==> src/rtl/keypad_pkg.sv <==
// Shared types and constants for the 4x4 keypad scanner: FSM states, key codes
// and the {row,col} -> code map.
package keypad_pkg;

   typedef enum logic [1:0] {SCAN, DEBOUNCE, HELD, RELEASE} state_t;

   localparam logic [3:0] KEY_A    = 4'd10;
   localparam logic [3:0] KEY_B    = 4'd11;
   localparam logic [3:0] KEY_C    = 4'd12;
   localparam logic [3:0] KEY_D    = 4'd13;
   localparam logic [3:0] KEY_STAR = 4'd14;
   localparam logic [3:0] KEY_HASH = 4'd15;

   // Indexed by {row, col}
   localparam logic [3:0] KEY_MAP [0:15] = '{
      4'd1,     4'd2, 4'd3,     KEY_A,
      4'd4,     4'd5, 4'd6,     KEY_B,
      4'd7,     4'd8, 4'd9,     KEY_C,
      KEY_STAR, 4'd0, KEY_HASH, KEY_D
   };

   // Index of the lowest-numbered active-low row; only meaningful when some row is low.
   function automatic logic [1:0] lowest_low(input logic [3:0] rows);
      logic [1:0] idx;
      idx = 2'd3;
      for (int i = 3; i >= 0; i--) begin
         if (!rows[i]) idx = 2'(i);
      end
      return idx;
   endfunction

endpackage

==> src/rtl/keypad_sync.sv <==
// Two-flop synchronizer for asynchronous active-low lines; resets to all-ones
// so an idle keypad reads as released.
module keypad_sync #(
   parameter int unsigned WIDTH = 4
) (
   input  logic             clk,
   input  logic             rst,
   input  logic [WIDTH-1:0] d,
   output logic [WIDTH-1:0] q
);

   logic [WIDTH-1:0] meta_q;

   always_ff @(posedge clk) begin
      if (rst) begin
         meta_q <= '1;
         q      <= '1;
      end else begin
         meta_q <= d;
         q      <= meta_q;
      end
   end

endmodule

==> src/rtl/keypad_scanner.sv <==
// 4x4 matrix keypad scanner: column scan, row debounce, key encode and a
// valid/ack handshake with overrun flag.
module keypad_scanner
   import keypad_pkg::*;
#(
   parameter int unsigned SCAN_DIV        = 1000,
   parameter int unsigned DEBOUNCE_CYCLES = 20000
) (
   input  logic       clk,
   input  logic       rst,
   input  logic [3:0] row_in,
   output logic [3:0] col_out,
   output logic [3:0] key_code,
   output logic       key_valid,
   input  logic       key_ack,
   output logic       overrun
);

   localparam int unsigned DW = $clog2(SCAN_DIV);
   localparam int unsigned CW = $clog2(DEBOUNCE_CYCLES);
   localparam logic [DW-1:0] DWELL_LAST = DW'(SCAN_DIV - 1);
   localparam logic [CW-1:0] CNT_LAST   = CW'(DEBOUNCE_CYCLES - 1);

   logic [3:0]    row_s;
   state_t        state_q;
   logic [1:0]    col_q;
   logic [1:0]    row_q;
   logic [DW-1:0] dwell_q;
   logic [CW-1:0] cnt_q;
   logic [1:0]    col_nxt;

   keypad_sync #(
      .WIDTH (4)
   ) u_row_sync (
      .clk (clk),
      .rst (rst),
      .d   (row_in),
      .q   (row_s)
   );

   assign col_nxt = col_q + 2'd1;

   always_ff @(posedge clk) begin
      if (rst) begin
         state_q   <= SCAN;
         col_q     <= 2'd0;
         row_q     <= 2'd0;
         dwell_q   <= '0;
         cnt_q     <= '0;
         col_out   <= 4'b1110;
         key_code  <= 4'd0;
         key_valid <= 1'b0;
         overrun   <= 1'b0;
      end else begin
         // Issue below may override this when both happen in the same cycle.
         if (key_ack && key_valid) begin
            key_valid <= 1'b0;
            overrun   <= 1'b0;
         end

         unique case (state_q)
            SCAN: begin
               if (dwell_q == DWELL_LAST) begin
                  dwell_q <= '0;
                  if (row_s == 4'b1111) begin
                     col_q   <= col_nxt;
                     col_out <= ~(4'b0001 << col_nxt);
                  end else begin
                     row_q   <= lowest_low(row_s);
                     cnt_q   <= '0;
                     state_q <= DEBOUNCE;
                  end
               end else begin
                  dwell_q <= dwell_q + 1'b1;
               end
            end

            DEBOUNCE: begin
               if (!row_s[row_q]) begin
                  if (cnt_q == CNT_LAST) begin
                     state_q <= HELD;
                     if (!key_valid || key_ack) begin
                        key_code  <= KEY_MAP[{row_q, col_q}];
                        key_valid <= 1'b1;
                     end else begin
                        overrun <= 1'b1;
                     end
                  end else begin
                     cnt_q <= cnt_q + 1'b1;
                  end
               end else begin
                  state_q <= SCAN;
                  dwell_q <= '0;
               end
            end

            HELD: begin
               // Only the latched row matters here; other rows are ignored.
               if (row_s[row_q]) begin
                  state_q <= RELEASE;
                  cnt_q   <= '0;
               end
            end

            RELEASE: begin
               if (!row_s[row_q]) begin
                  state_q <= HELD;
               end else if (cnt_q == CNT_LAST) begin
                  state_q <= SCAN;
                  dwell_q <= '0;
                  col_q   <= col_nxt;
                  col_out <= ~(4'b0001 << col_nxt);
               end else begin
                  cnt_q <= cnt_q + 1'b1;
               end
            end
         endcase
      end
   end

endmodule
==> config.mk <==
export PLATFORM = sky130hd
export DESIGN_NAME = keypad_scanner
export DESIGN_NICKNAME = d
export VERILOG_FILES = /design/src/rtl/keypad_pkg.sv /design/src/rtl/keypad_sync.sv /design/src/rtl/keypad_scanner.sv
export SDC_FILE = /design/constraint.sdc
export NUM_CORES = 1
export LEC_CHECK = 0
export ABC_AREA = 1
export ABC_CLOCK_PERIOD_IN_PS = 2840
export CAP_MARGIN = 20
export CORE_MARGIN = 2
export CORE_UTILIZATION = 25
export CTS_CLUSTER_SIZE = 10
export DETAILED_ROUTE_END_ITERATION = 16
export PLACE_DENSITY_LB_ADDON = 0.25
export SKIP_CTS_REPAIR_TIMING = 1
export SYNTH_ARGS = -nofsm -noshare
export SYNTH_HDL_FRONTEND = slang
export SYNTH_SLANG_ARGS = --single-unit
export TNS_END_PERCENT = 100
==> constraint.sdc <==
create_clock -name clk -period 2.84 [get_ports clk]
set_input_delay 0.284 -clock clk [delete_from_list [all_inputs] [get_ports clk]]
set_output_delay 0.284 -clock clk [all_outputs]
set_load 0.01 [all_outputs]
Yosys cells after proc, flatten, opt, wreduce, memory -nomap -nowiden
Memory sizes are Yosys's and may differ from the RTL's. A register that Yosys moved wholly into a read port is not among the register bits.
Cells that the tools add are included.
Widths: inputs -> output; s select.
{"block": "totals", "ff_bits": 45, "mem_bits_ro": 64, "input_bits": 7, "output_inout_bits": 10, "word_cells": 93, "memories": 1}
{"memory": "(no name shown)", "depth": 16, "width": 4, "read_ports": 1, "rd_ports_with_merged_regs": 1, "write_ports": 0, "line_no": "keypad_scanner.sv:83", "rtl": "key_code <= KEY_MAP[{row_q, col_q}];"}
{"block": "op_classes", "n_addsub": 3, "magnitude_cmp": 1, "eq_ne": 16, "n_shift": 1, "n_mux": 45, "bitwise_logic": 4, "n_reduce_logical": 12}
{"operator": "$mux 15", "n": 6}
{"operator": "$pmux 15 s4", "n": 1}
{"operator": "$mux 10", "n": 4}
{"operator": "$pmux 10 s3", "n": 1}
{"operator": "$mux 2", "n": 13}
{"operator": "$mux 4", "n": 4}
{"operator": "$ne 2x2->1 const B", "n": 8}
{"operator": "$add 15x1->15 const B", "n": 1}
{"operator": "$eq 15x15->1 const B", "n": 1}
{"operator": "$reduce_and 5->1", "n": 3}
{"operator": "$mux 1", "n": 12}
{"operator": "$add 10x1->10 const B", "n": 1}
{"operator": "$eq 10x10->1 const B", "n": 1}
{"operator": "$pmux 2 s4", "n": 1}
{"operator": "$pmux 4 s2", "n": 1}
{"operator": "$reduce_and 4->1", "n": 2}
{"operator": "$ne 3x3->1 const B", "n": 2}
{"operator": "$not 4->5", "n": 1}
{"operator": "$eq 2x2->1 const B", "n": 2}
{"operator": "$eq 4x4->1 const B", "n": 1}
{"operator": "$not 4->4", "n": 1}
{"operator": "$pmux 2 s2", "n": 1}
{"operator": "$shl 1x2->4 const A", "n": 1}
{"operator": "$lt 2x3->1 const B", "n": 1}
{"operator": "11 further kinds", "n": 12}

Logic depth before layout (Yosys ltp)
Gate-level depths: netlist of run 1.
{"block": "logic_depth", "ltp_word": 6, "mapped_depth": 12}

By module
From an unflattened synthesis of run 1, not the netlist that was laid out.
{"block": "hier_totals", "cells_unflattened": 462, "hier_area_um2": 3026.7}
{"module": "keypad_scanner", "n_inst": 1, "cells_per_inst": 437, "area_per_inst_um2": 2802.7}
{"module": "keypad_sync", "n_inst": 1, "cells_per_inst": 25, "area_per_inst_um2": 224.0}

Worst setup path after synthesis of run 1
Ideal clock, no wire load.
{"block": "synth_path", "path_kind": "register -> register", "start": "reg state_q[0]", "end": "reg cnt_q[3]", "setup_ps": 132, "t_arrival_ps": 1509, "required_ps": 2708, "path_slack_ps": 1199, "path_stages_with_launch": 11, "path_buffers": 1, "path_cell_list": "dfxtp_1 -> ha_1 -> nor2_2 -> inv_2 -> nand3_1 -> inv_1 -> nor2_1 -> nand2_2 -> buf_4 -> nand2_1 -> a21oi_2"}
{"block": "synth_via", "elab_chain_cells": 3}
{"element": "start: declaration", "line_no": "keypad_scanner.sv:25", "rtl": "state_t state_q;"}
{"element": "start signal: assignment", "line_no": "keypad_scanner.sv:45", "rtl": "state_q <= SCAN;"}
{"element": "start signal: assignment", "line_no": "keypad_scanner.sv:71", "rtl": "state_q <= DEBOUNCE;"}
{"element": "start signal: assignment", "line_no": "keypad_scanner.sv:81", "rtl": "state_q <= HELD;"}
{"element": "$eq 2x1->1 (tied with other cells)", "line_no": "keypad_scanner.sv:61", "rtl": "unique case (state_q)"}
{"element": "$ne 2x2->1 (no source line)"}
{"element": "$reduce_and 5->1 (no source line)"}
{"element": "end signal: assignment", "line_no": "keypad_scanner.sv:89", "rtl": "cnt_q <= cnt_q + 1'b1;"}
{"element": "end signal: assignment", "line_no": "keypad_scanner.sv:114", "rtl": "cnt_q <= cnt_q + 1'b1;"}
{"element": "end: declaration", "line_no": "keypad_scanner.sv:29", "rtl": "logic [CW-1:0] cnt_q;"}
Parallel ways exist; a longest one is shown, timed or not.
A chain may end at the register's enable or synchronous reset.

Worst setup path in the final report of run 1
{"block": "layout_path", "start": "reg state_q[0]", "end": "reg cnt_q[1]"}
The elaborated chain is that of the path after synthesis.

==> impl_metrics.yaml, run 1 <==
sta:
  slew_headroom_pct: 60.1
  setup_viol: 0
  worst_pin_slew_ns: 0.597
  rsz0062_at_grt: "false"
  final.setup.tns_ns: 0
  max_freq_ghz: 0.511
  final_max_slew_viol_count: 0
  fin_skew_ns: 0.00593
  fin_crit_ns: 1.96
  finalHoldViolations: 0
  post-route-period-util_pct: 68.9
worst_hold_path:
  min_path_type: "register to register"
  min_from: "u_row_sync.meta_q[0]$_SDFF_PP1_"
clocking:
  cts.sinks: 49
  clockRootBuffer: "clkbuf_16"
  clkTransAtPathRegs_ns: 0.07
  cts_tree: "yes"
  numCtsBuffers: 5
  cts_max_level: 2
  clk_path_buf_depth: 2
  clock_latency_ns: 0.29
global_routing:
  grt_antenna_before_repair: 0
  grt_pass1_wl_mm: 11.9
  first_global_vias: 2579
  grt_max_degree: 22
  track_usage_pct: 10.9
  globalRoute.totalOverflow: 0
detailed_routing:
  drt_iter0_drc: 118
  avgRoutedWirePerCell_um: 10.9
  vias: 2680
  route.detailed.drc: 0
  via_per_inst: 4.45
  ant_nets: 0
  drt_wl_total_mm: 6.56
  firstDrtPassIters: 4
yosys:
  synth_nets: 458
  synth_seq_cells: 49
  synth_cell_types: 37
  syn_avg_cell_area_um2: 6.92
  synth_area_um2: 3040
  synth_cells: 439
  yosysSeqAreaShare_pct: 32.3
  yosysWarnings: 0
final_layout:
  fillers: 1304
  layout_common_cells: "115 x nand2_1, 66 x nor2_1, 49 x dfxtp_1, 29 x a21oi_1, 26 x inv_1"
  nNetsFinal: 473
  layout-drive-gt1-share_pct: 16.0
  syn_to_final_growth_pct: 13.8
  final_common_cell: "nand2_1"
  num_antenna_cells: 0
critical_path:
  reg2reg_from: "state_q[0]$_SDFFE_PP0P_"
  worst_ep_required_time_ns: 3.03
  criticalPathCategory: "register to register"
  critPathMaxFanout: 16
  critPathArrivalTime_ns: 2.15
  critPathCaptureType: "register"
  worstSetupStartpoint: "state_q[0]$_SDFFE_PP0P_"
  startpoint_type: "register"
floorplan:
  fp.dieW_um: 114
  die_area_um2: 13000
  die_y_um: 114
  core_area_um2: 11900
  initial_core_util_pct: 25.5
  pin_count: 17
  rows: 40
job:
  maxCapViolCount: 0
placement:
  place.port_buffers: 16
  gp_congestion: 0.837
  dp_hpwl_mm: 4.77
power:
  p_total_uw: 1360
  p_int_uw: 1050
  p_leak_uw: 0.00127
  p_sw_share_pct: 22.8
  peakVddDrop_mv: 0.233
  p_switching_uw: 310
  clock_power_share_pct: 44.7
  power_density_nw_per_um2: 393
  sequentialPowerShare_pct: 51.6
  combPwrFrac_pct: 3.7
run_status:
  outcome: "finished, final reports clean"
-- through the flow --
stage               cell area (um2)  setup slack, ns  util, %  instances  hold slack [ns]
finish                         3460            0.883     29.0        602            0.410
global route                   3460            0.682     29.0        602            0.437
CTS                            3460            0.861     29.0        602            0.411
detailed placement             3310            0.883     27.8        594            0.393
global placement               3310            0.897     27.8        594            0.393
floorplan                      3040             1.20        -        439            0.388
-- metal layers --
metal / vias up / global-route usage, % / routed length [um]
li1: 1443 / - / -
met1: 1201 / 14.4 / 3390
met2: 30 / 18.3 / 2910
met3: 6 / 1.64 / 157
met4: 0 / 3.74 / 97
met5: - / 0 / 0
-- path summary, 6_finish.rpt --
check	endpoint	slack, ns	cells past startpoint
max	cnt_q[1]$_SDFFE_PP0P_	0.88	9
min	u_row_sync.q[0]$_SDFF_PP1_	0.41	1
max reg2reg	cnt_q[1]$_SDFFE_PP0P_	0.88	9
min reg2reg	u_row_sync.q[0]$_SDFF_PP1_	0.41	1
-- registers in the layout (all words and copies together), names as in the netlist, named ones only --
signal / count
cnt_q: 15
dwell_q: 10
col_out: 4
key_code: 4
u_row_sync.meta_q: 4
u_row_sync.q: 4
col_q: 2
row_q: 2
key_valid: 1
overrun: 1
state_q: 1
-- worst max-delay path, stage by stage (launching register included) --
cell,delay (ns)
dfxtp_1,0.38
ha_1,0.33
nor2_2,0.15
inv_2,0.12
nand3_1,0.14
nand3_2,0.10
nor2_4,0.41
nand2_1,0.11
nand2_1,0.08
nor2_1,0.05
-- cells by family (layout without fill, tap and decap cells) --
family                     after synthesis  count (layout)  synth area share [%]
AOI/OAI and AO/OA                       70              70                  13.6
DFF                                     49              49                  32.3
adders and majority gates               12              12                  4.94
xor gates and xnor gates                 6               6                  1.73
and+or+nand+nor                        257             257                  40.0
buffers and inverters                   45              61                  7.38
-- power by group through the flow --
stage | registers [uW] | clock network (uW) | logic [uW]
after global routing | 702 | 657 | 58.6
final | 701 | 608 | 50.1
after global placement | 717 | 0 | 51.1
after floorplan | 716 | 0 | 38.3
after CTS | 701 | 632 | 51.0
after detailed placement | 717 | 0 | 51.3
-- cells in the mapped netlist, drive strengths merged --
library cell	number	share of area, %
inv	34	4.3
xor2	5	1.4
a21oi	39	7.7
o22ai	1	0.21
buf	5	2.0
nor2	74	11
xnor2	1	0.29
nand2	135	19
nand3	27	6.0
or2	9	1.9
clkbuf	3	0.37
nand3b	2	0.49
nor3	1	0.16
dlygate4sd1	2	0.58
ha	12	4.9
o31ai	1	0.25
o21ai	20	3.3
dfxtp	49	32
clkinv	1	0.12
a21o	1	0.25
a21boi	1	0.25
o21bai	7	1.7
nand4	8	1.6
nor3b	1	0.25
-- final cells by class --
type	instances	area, um2	area share (%)
sequential	49	981	28.4
clock inverter	3	25.0	0.724
multi-input combinational	345	1830	53.0
timing repair buffer	18	175	5.07
tap	147	184	5.32
clock buffer	5	125	3.62
inverter	35	134	3.87
(Power assumes the default switching activity.)
==> inputs of run 2 (changes only) <==
--- a/config.mk
+++ b/config.mk
@@ -6,7 +6,7 @@
 export NUM_CORES = 1
 export LEC_CHECK = 0
 export ABC_AREA = 1
-export ABC_CLOCK_PERIOD_IN_PS = 2840
+export ABC_CLOCK_PERIOD_IN_PS = 1700
 export CAP_MARGIN = 20
 export CORE_MARGIN = 2
 export CORE_UTILIZATION = 25
==> constraint.sdc (replaced) <==
create_clock -name clk -period 1.7 [get_ports clk]
set_input_delay 0.17 -clock clk [delete_from_list [all_inputs] [get_ports clk]]
set_output_delay 0.17 -clock clk [all_outputs]
set_load 0.01 [all_outputs]
==> impl_metrics.yaml, run 2 (synthesized netlist as in run 1, its figures left out) <==
run_status:
  outcome: "finished, final reports clean"
critical_path:
  critPathCaptureType: "register"
  criticalPathCategory: "register to register"
  critPathArrivalTime_ns: 1.82
  critPathMaxFanout: 8
  startpoint_type: "register"
  reg2reg_slack_ns: 0.11
  worst_ep_required_time_ns: 1.92
  reg2reg_depth: 10
  timing.rr.end: "cnt_q[3]$_SDFFE_PP0P_"
final_layout:
  final_cell_count_no_fill: 636
  layout-drive-gt1-share_pct: 24.5
  largest_reg_flops: 15
  utilization_pct: 32.0
  top_regs: "cnt_q x15, dwell_q x10"
  num_antenna_cells: 0
  fillers: 1310
  regMostFlops: "cnt_q"
  final_common_cell: "nand2_1"
  syn_to_final_growth_pct: 25.6
  nNetsFinal: 507
  layout_common_cells: "115 x nand2_1, 65 x nor2_1, 44 x dfxtp_1, 33 x buf_4, 28 x a21oi_1"
sta:
  worst_pin_slew_ns: 0.379
  setup_viol: 0
  post-route-period-util_pct: 93.7
  fin_crit_ns: 1.59
  max_freq_ghz: 0.628
  finalHoldViolations: 0
  final_max_slew_viol_count: 0
  fin_skew_ns: 0.00506
  slew_headroom_pct: 74.7
detailed_routing:
  firstDrtPassIters: 4
  avgRoutedWirePerCell_um: 11.2
  drt_wl_total_mm: 7.12
  route.detailed.drc: 0
  vias: 2820
  drt_iter0_drc: 109
  ant_nets: 0
  via_per_inst: 4.43
clocking:
  cts_tree: "yes"
  cts_max_level: 2
  numCtsBuffers: 5
  clockRootBuffer: "clkbuf_16"
  clock_latency_ns: 0.29
  clkTransAtPathRegs_ns: 0.07
  clk_path_buf_depth: 2
  cts.sinks: 49
placement:
  dp_hpwl_mm: 5.12
  place.port_buffers: 16
  gp_congestion: 0.801
  dp_cells: 624
power:
  combPwrFrac_pct: 4.0
  p_sw_share_pct: 22.5
  power_density_nw_per_um2: 593
  p_switching_uw: 509
  clock_power_share_pct: 44.2
  p_leak_uw: 0.00146
  peakVddDrop_mv: 0.429
  p_int_uw: 1750
  sequentialPowerShare_pct: 51.8
global_routing:
  grt_antenna_before_repair: 0
  first_global_vias: 2723
  track_usage_pct: 11.1
  grt_pass1_wl_mm: 12.1
  globalRoute.totalOverflow: 0
  grt_max_degree: 25
worst_hold_path:
  min_path_type: "register to register"
  min_from: "u_row_sync.meta_q[3]$_SDFF_PP1_"
  whs_endpoint: "u_row_sync.q[3]$_SDFF_PP1_"
  holdPathStages: 1
floorplan:
  die_y_um: 114
  pin_count: 17
  fp.dieW_um: 114
  rows: 40
  core_area_um2: 11900
  initial_core_util_pct: 25.5
  die_area_um2: 13000
job:
  maxCapViolCount: 0
-- run 2: changes by cell type in the layout (fill, tap and decap cells not counted), sizes merged --
cell / delta
buf: +32
clkbuf: +1
clkinv: +2
clkinvlp: -1
inv: -1
nor2: +1
-- run 2: cell type report --
| type | count | area, um2 | area share (%) |
|---|---|---|---|
| Multi-Input combinational cell | 346 | 1910 | 50.0 |
| Clock inverter | 3 | 22.5 | 0.591 |
| Clock buffer | 5 | 125 | 3.28 |
| Sequential cell | 49 | 987 | 25.9 |
| Tap cell | 147 | 184 | 4.82 |
| Timing Repair Buffer | 51 | 453 | 11.9 |
| Inverter | 35 | 134 | 3.51 |
-- run 2: per-stage QoR --
stage / TNS (ns) / hold slack, ns / setup slack [ns] / power (uW) / area, um2
after floorplan: 0 / 0.274 / 0.0588 / 1260 / 3040
after global placement: 0 / 0.390 / 0.0210 / 1290 / 3540
after detailed placement: -0.0532 / 0.397 / -0.0133 / 1290 / 3540
after CTS: -0.450 / 0.414 / -0.0537 / 2310 / 3690
after global routing: -0.00908 / 0.429 / -0.00374 / 2360 / 3810
final: 0 / 0.410 / 0.107 / 2260 / 3810
-- run 2: critical path, cell delays in order (launching register included) --
cell	delay, ns
dfxtp_2	0.35
inv_2	0.06
ha_4	0.16
buf_4	0.13
nand3_2	0.08
buf_4	0.11
nand3_2	0.08
nor2_4	0.17
clkbuf_16	0.19
nand2_2	0.05
a21oi_2	0.13
-- run 2: worst max path at each step --
| stage | slack, ns | cells past startpoint | start | end |
|---|---|---|---|---|
| final | 0.11 | 10 | register | cnt_q[3]$_SDFFE_PP0P_ |
| after global routing | -0.004 | 9 | cnt_q[6]$_SDFFE_PP0P_ | dwell_q[7]$_SDFFE_PP0P_ |
| after CTS | -0.05 | 7 | register | dwell_q[9]$_SDFFE_PP0P_ |
| after detailed placement | -0.01 | 7 | register | dwell_q[9]$_SDFFE_PP0P_ |
| after global placement | 0.02 | 7 | register | dwell_q[0]$_SDFFE_PP0P_ |
| after floorplan | 0.06 | 10 | state_q[0]$_SDFFE_PP0P_ | cnt_q[3]$_SDFFE_PP0P_ |
-- run 2: per-layer routing --
layer | global-route usage, % | up-vias | part of all wire [%]
met5 | 0 | - | 0
met4 | 3.90 | 0 | 1.4
met3 | 1.54 | 6 | 1.8
met2 | 18.8 | 22 | 45
met1 | 14.6 | 1274 | 51
li1 | - | 1518 | -
-- run 2: power by group through the flow --
stage / combinational (uW) / sequential (uW) / clock (uW)
after floorplan: 64.0 / 1200 / 0
after global placement: 90.6 / 1200 / 0
after detailed placement: 92.1 / 1200 / 0
after CTS: 92.5 / 1170 / 1050
after global routing: 106 / 1170 / 1080
final: 91.1 / 1170 / 999
==> inputs of run 3 (changes only) <==
--- a/config.mk
+++ b/config.mk
@@ -9,7 +9,7 @@
 export ABC_CLOCK_PERIOD_IN_PS = 1700
 export CAP_MARGIN = 20
 export CORE_MARGIN = 2
-export CORE_UTILIZATION = 25
+export CORE_UTILIZATION = 52
 export CTS_CLUSTER_SIZE = 10
 export DETAILED_ROUTE_END_ITERATION = 16
 export PLACE_DENSITY_LB_ADDON = 0.25
==> impl_metrics.yaml, run 3 (synthesized netlist as in run 1, its figures left out) <==
run_status:
  outcome: "finished, final reports clean"
critical_path:
  worst_ep_required_time_ns: 1.95
  criticalPathCategory: "register to register"
  critPathCaptureType: "register"
  startpoint_type: "register"
  critPathArrivalTime_ns: 1.89
  critPathMaxFanout: 5
detailed_routing:
  drt_iter0_drc: 177
  avgRoutedWirePerCell_um: 12.3
  firstDrtPassIters: 7
  route.detailed.drc: 0
  vias: 2908
  via_per_inst: 5.23
  ant_nets: 0
  drt_wl_total_mm: 6.81
floorplan:
  core_area_um2: 5570
  fp.dieW_um: 80.4
  die_area_um2: 6470
  rows: 27
  pin_count: 17
  die_y_um: 80.4
  initial_core_util_pct: 54.5
clocking:
  clockRootBuffer: "clkbuf_8"
  clk_path_buf_depth: 2
  numCtsBuffers: 5
  clock_latency_ns: 0.31
  clkTransAtPathRegs_ns: 0.09
  cts_max_level: 2
  cts_tree: "yes"
  cts.sinks: 49
sta:
  fin_crit_ns: 1.64
  post-route-period-util_pct: 96.6
  fin_skew_ns: 0.00432
  final_max_slew_viol_count: 0
  max_freq_ghz: 0.609
  slew_headroom_pct: 73.5
  setup_viol: 0
  worst_pin_slew_ns: 0.397
  fin_ws_ns: 0.0570
  rsz0062_at_grt: "true"
  finalHoldViolations: 0
placement:
  gp_congestion: 0.929
  place.port_buffers: 16
  dp_cells: 544
  dp_hpwl_mm: 4.74
  preCtsSetupSlack_ns: -0.0264
final_layout:
  layout_common_cells: "114 x nand2_1, 64 x nor2_1, 43 x dfxtp_1, 29 x a21oi_1, 28 x buf_4"
  top_regs: "cnt_q x15, dwell_q x10"
  final_common_cell: "nand2_1"
  num_antenna_cells: 0
  nNetsFinal: 502
  layout-drive-gt1-share_pct: 24.0
  regMostFlops: "cnt_q"
  syn_to_final_growth_pct: 19.7
  final_cell_count_no_fill: 556
  largest_reg_flops: 15
power:
  power_density_nw_per_um2: 578
  p_leak_uw: 0.00141
  peakVddDrop_mv: 0.389
global_routing:
  globalRoute.totalOverflow: 0
  first_global_vias: 2646
  grt_antenna_before_repair: 0
  track_usage_pct: 22.1
  grt_pass1_wl_mm: 11.4
  grt_max_degree: 25
job:
  maxCapViolCount: 0
worst_hold_path:
  min_path_type: "input port to register"
run 3: cell types whose count changed in the layout (fill, tap and decap cells not counted), moves of 2 or more:
cell       before  now
clkbuf_8        0    5
ha_2            2    4
nand2_2        13   15
clkbuf_16       6    1
buf_4          33   28
run 3: worst paths after layout:
kind | startpoint | to | slack (ns) | cells past startpoint
hold reg to reg | u_row_sync.meta_q[2]$_SDFF_PP1_ | u_row_sync.q[2]$_SDFF_PP1_ | 0.42 | 1
setup reg to reg | register | dwell_q[2]$_SDFFE_PP0P_ | 0.06 | 8
setup / recovery | register | dwell_q[2]$_SDFFE_PP0P_ | 0.06 | 8
hold / removal | row_in[0] | u_row_sync.meta_q[0]$_SDFF_PP1_ | 0.42 | 2
run 3: through the flow:
stage | TNS, ns | hold WS [ns] | cell area [um2] | total power (uW) | util, %
6_report | 0 | 0.416 | 3640 | 2100 | 65.2
5_1_grt | -0.201 | 0.430 | 3640 | 2190 | 65.2
4_1_cts | -0.393 | 0.410 | 3520 | 2120 | 63.2
3_5_place_dp | -0.203 | 0.398 | 3410 | 1290 | 61.2
3_3_place_gp | 0 | 0.390 | 3410 | 1280 | 61.2
2_1_floorplan | 0 | 0.274 | 3040 | 1260 | -
run 3: power by group:
part / total (uW) / switching (uW) / leakage [uW] / internal, uW
Sequential: 1170 / 7.78 / 0.000400 / 1160
Clock: 836 / 395 / 0.0000554 / 442
Combinational: 96.4 / 52.3 / 0.000959 / 44.1
Total: 2100 / 455 / 0.00141 / 1650
run 3: worst max-delay path: stages, from the launching register on:
cell and delay (ns):
dfxtp_2 0.34, inv_1 0.10, ha_2 0.23, nand3_1 0.17, o21ai_1 0.22, inv_2 0.14
nor2_4 0.19, nand2_1 0.07, a21oi_1 0.11
run 3: layout make-up:
class                   instances  area [um2]
multi-input cells             346        1900
fillers                       511        1940
clock buffers                   6        72.6
well taps                      72        90.1
flip-flops and latches         49         988
repair buffers                 46         415
inverters                      35         134
clock inverters                 2        38.8
run 3: metal layers:
layer | track usage, % | vias up | wire [um]
li1 | - | 1498 | -
met1 | 28.3 | 1304 | 3100
met2 | 37.7 | 95 | 3250
met3 | 3.48 | 11 | 366
met4 | 7.63 | 0 | 97
met5 | 0 | - | 0
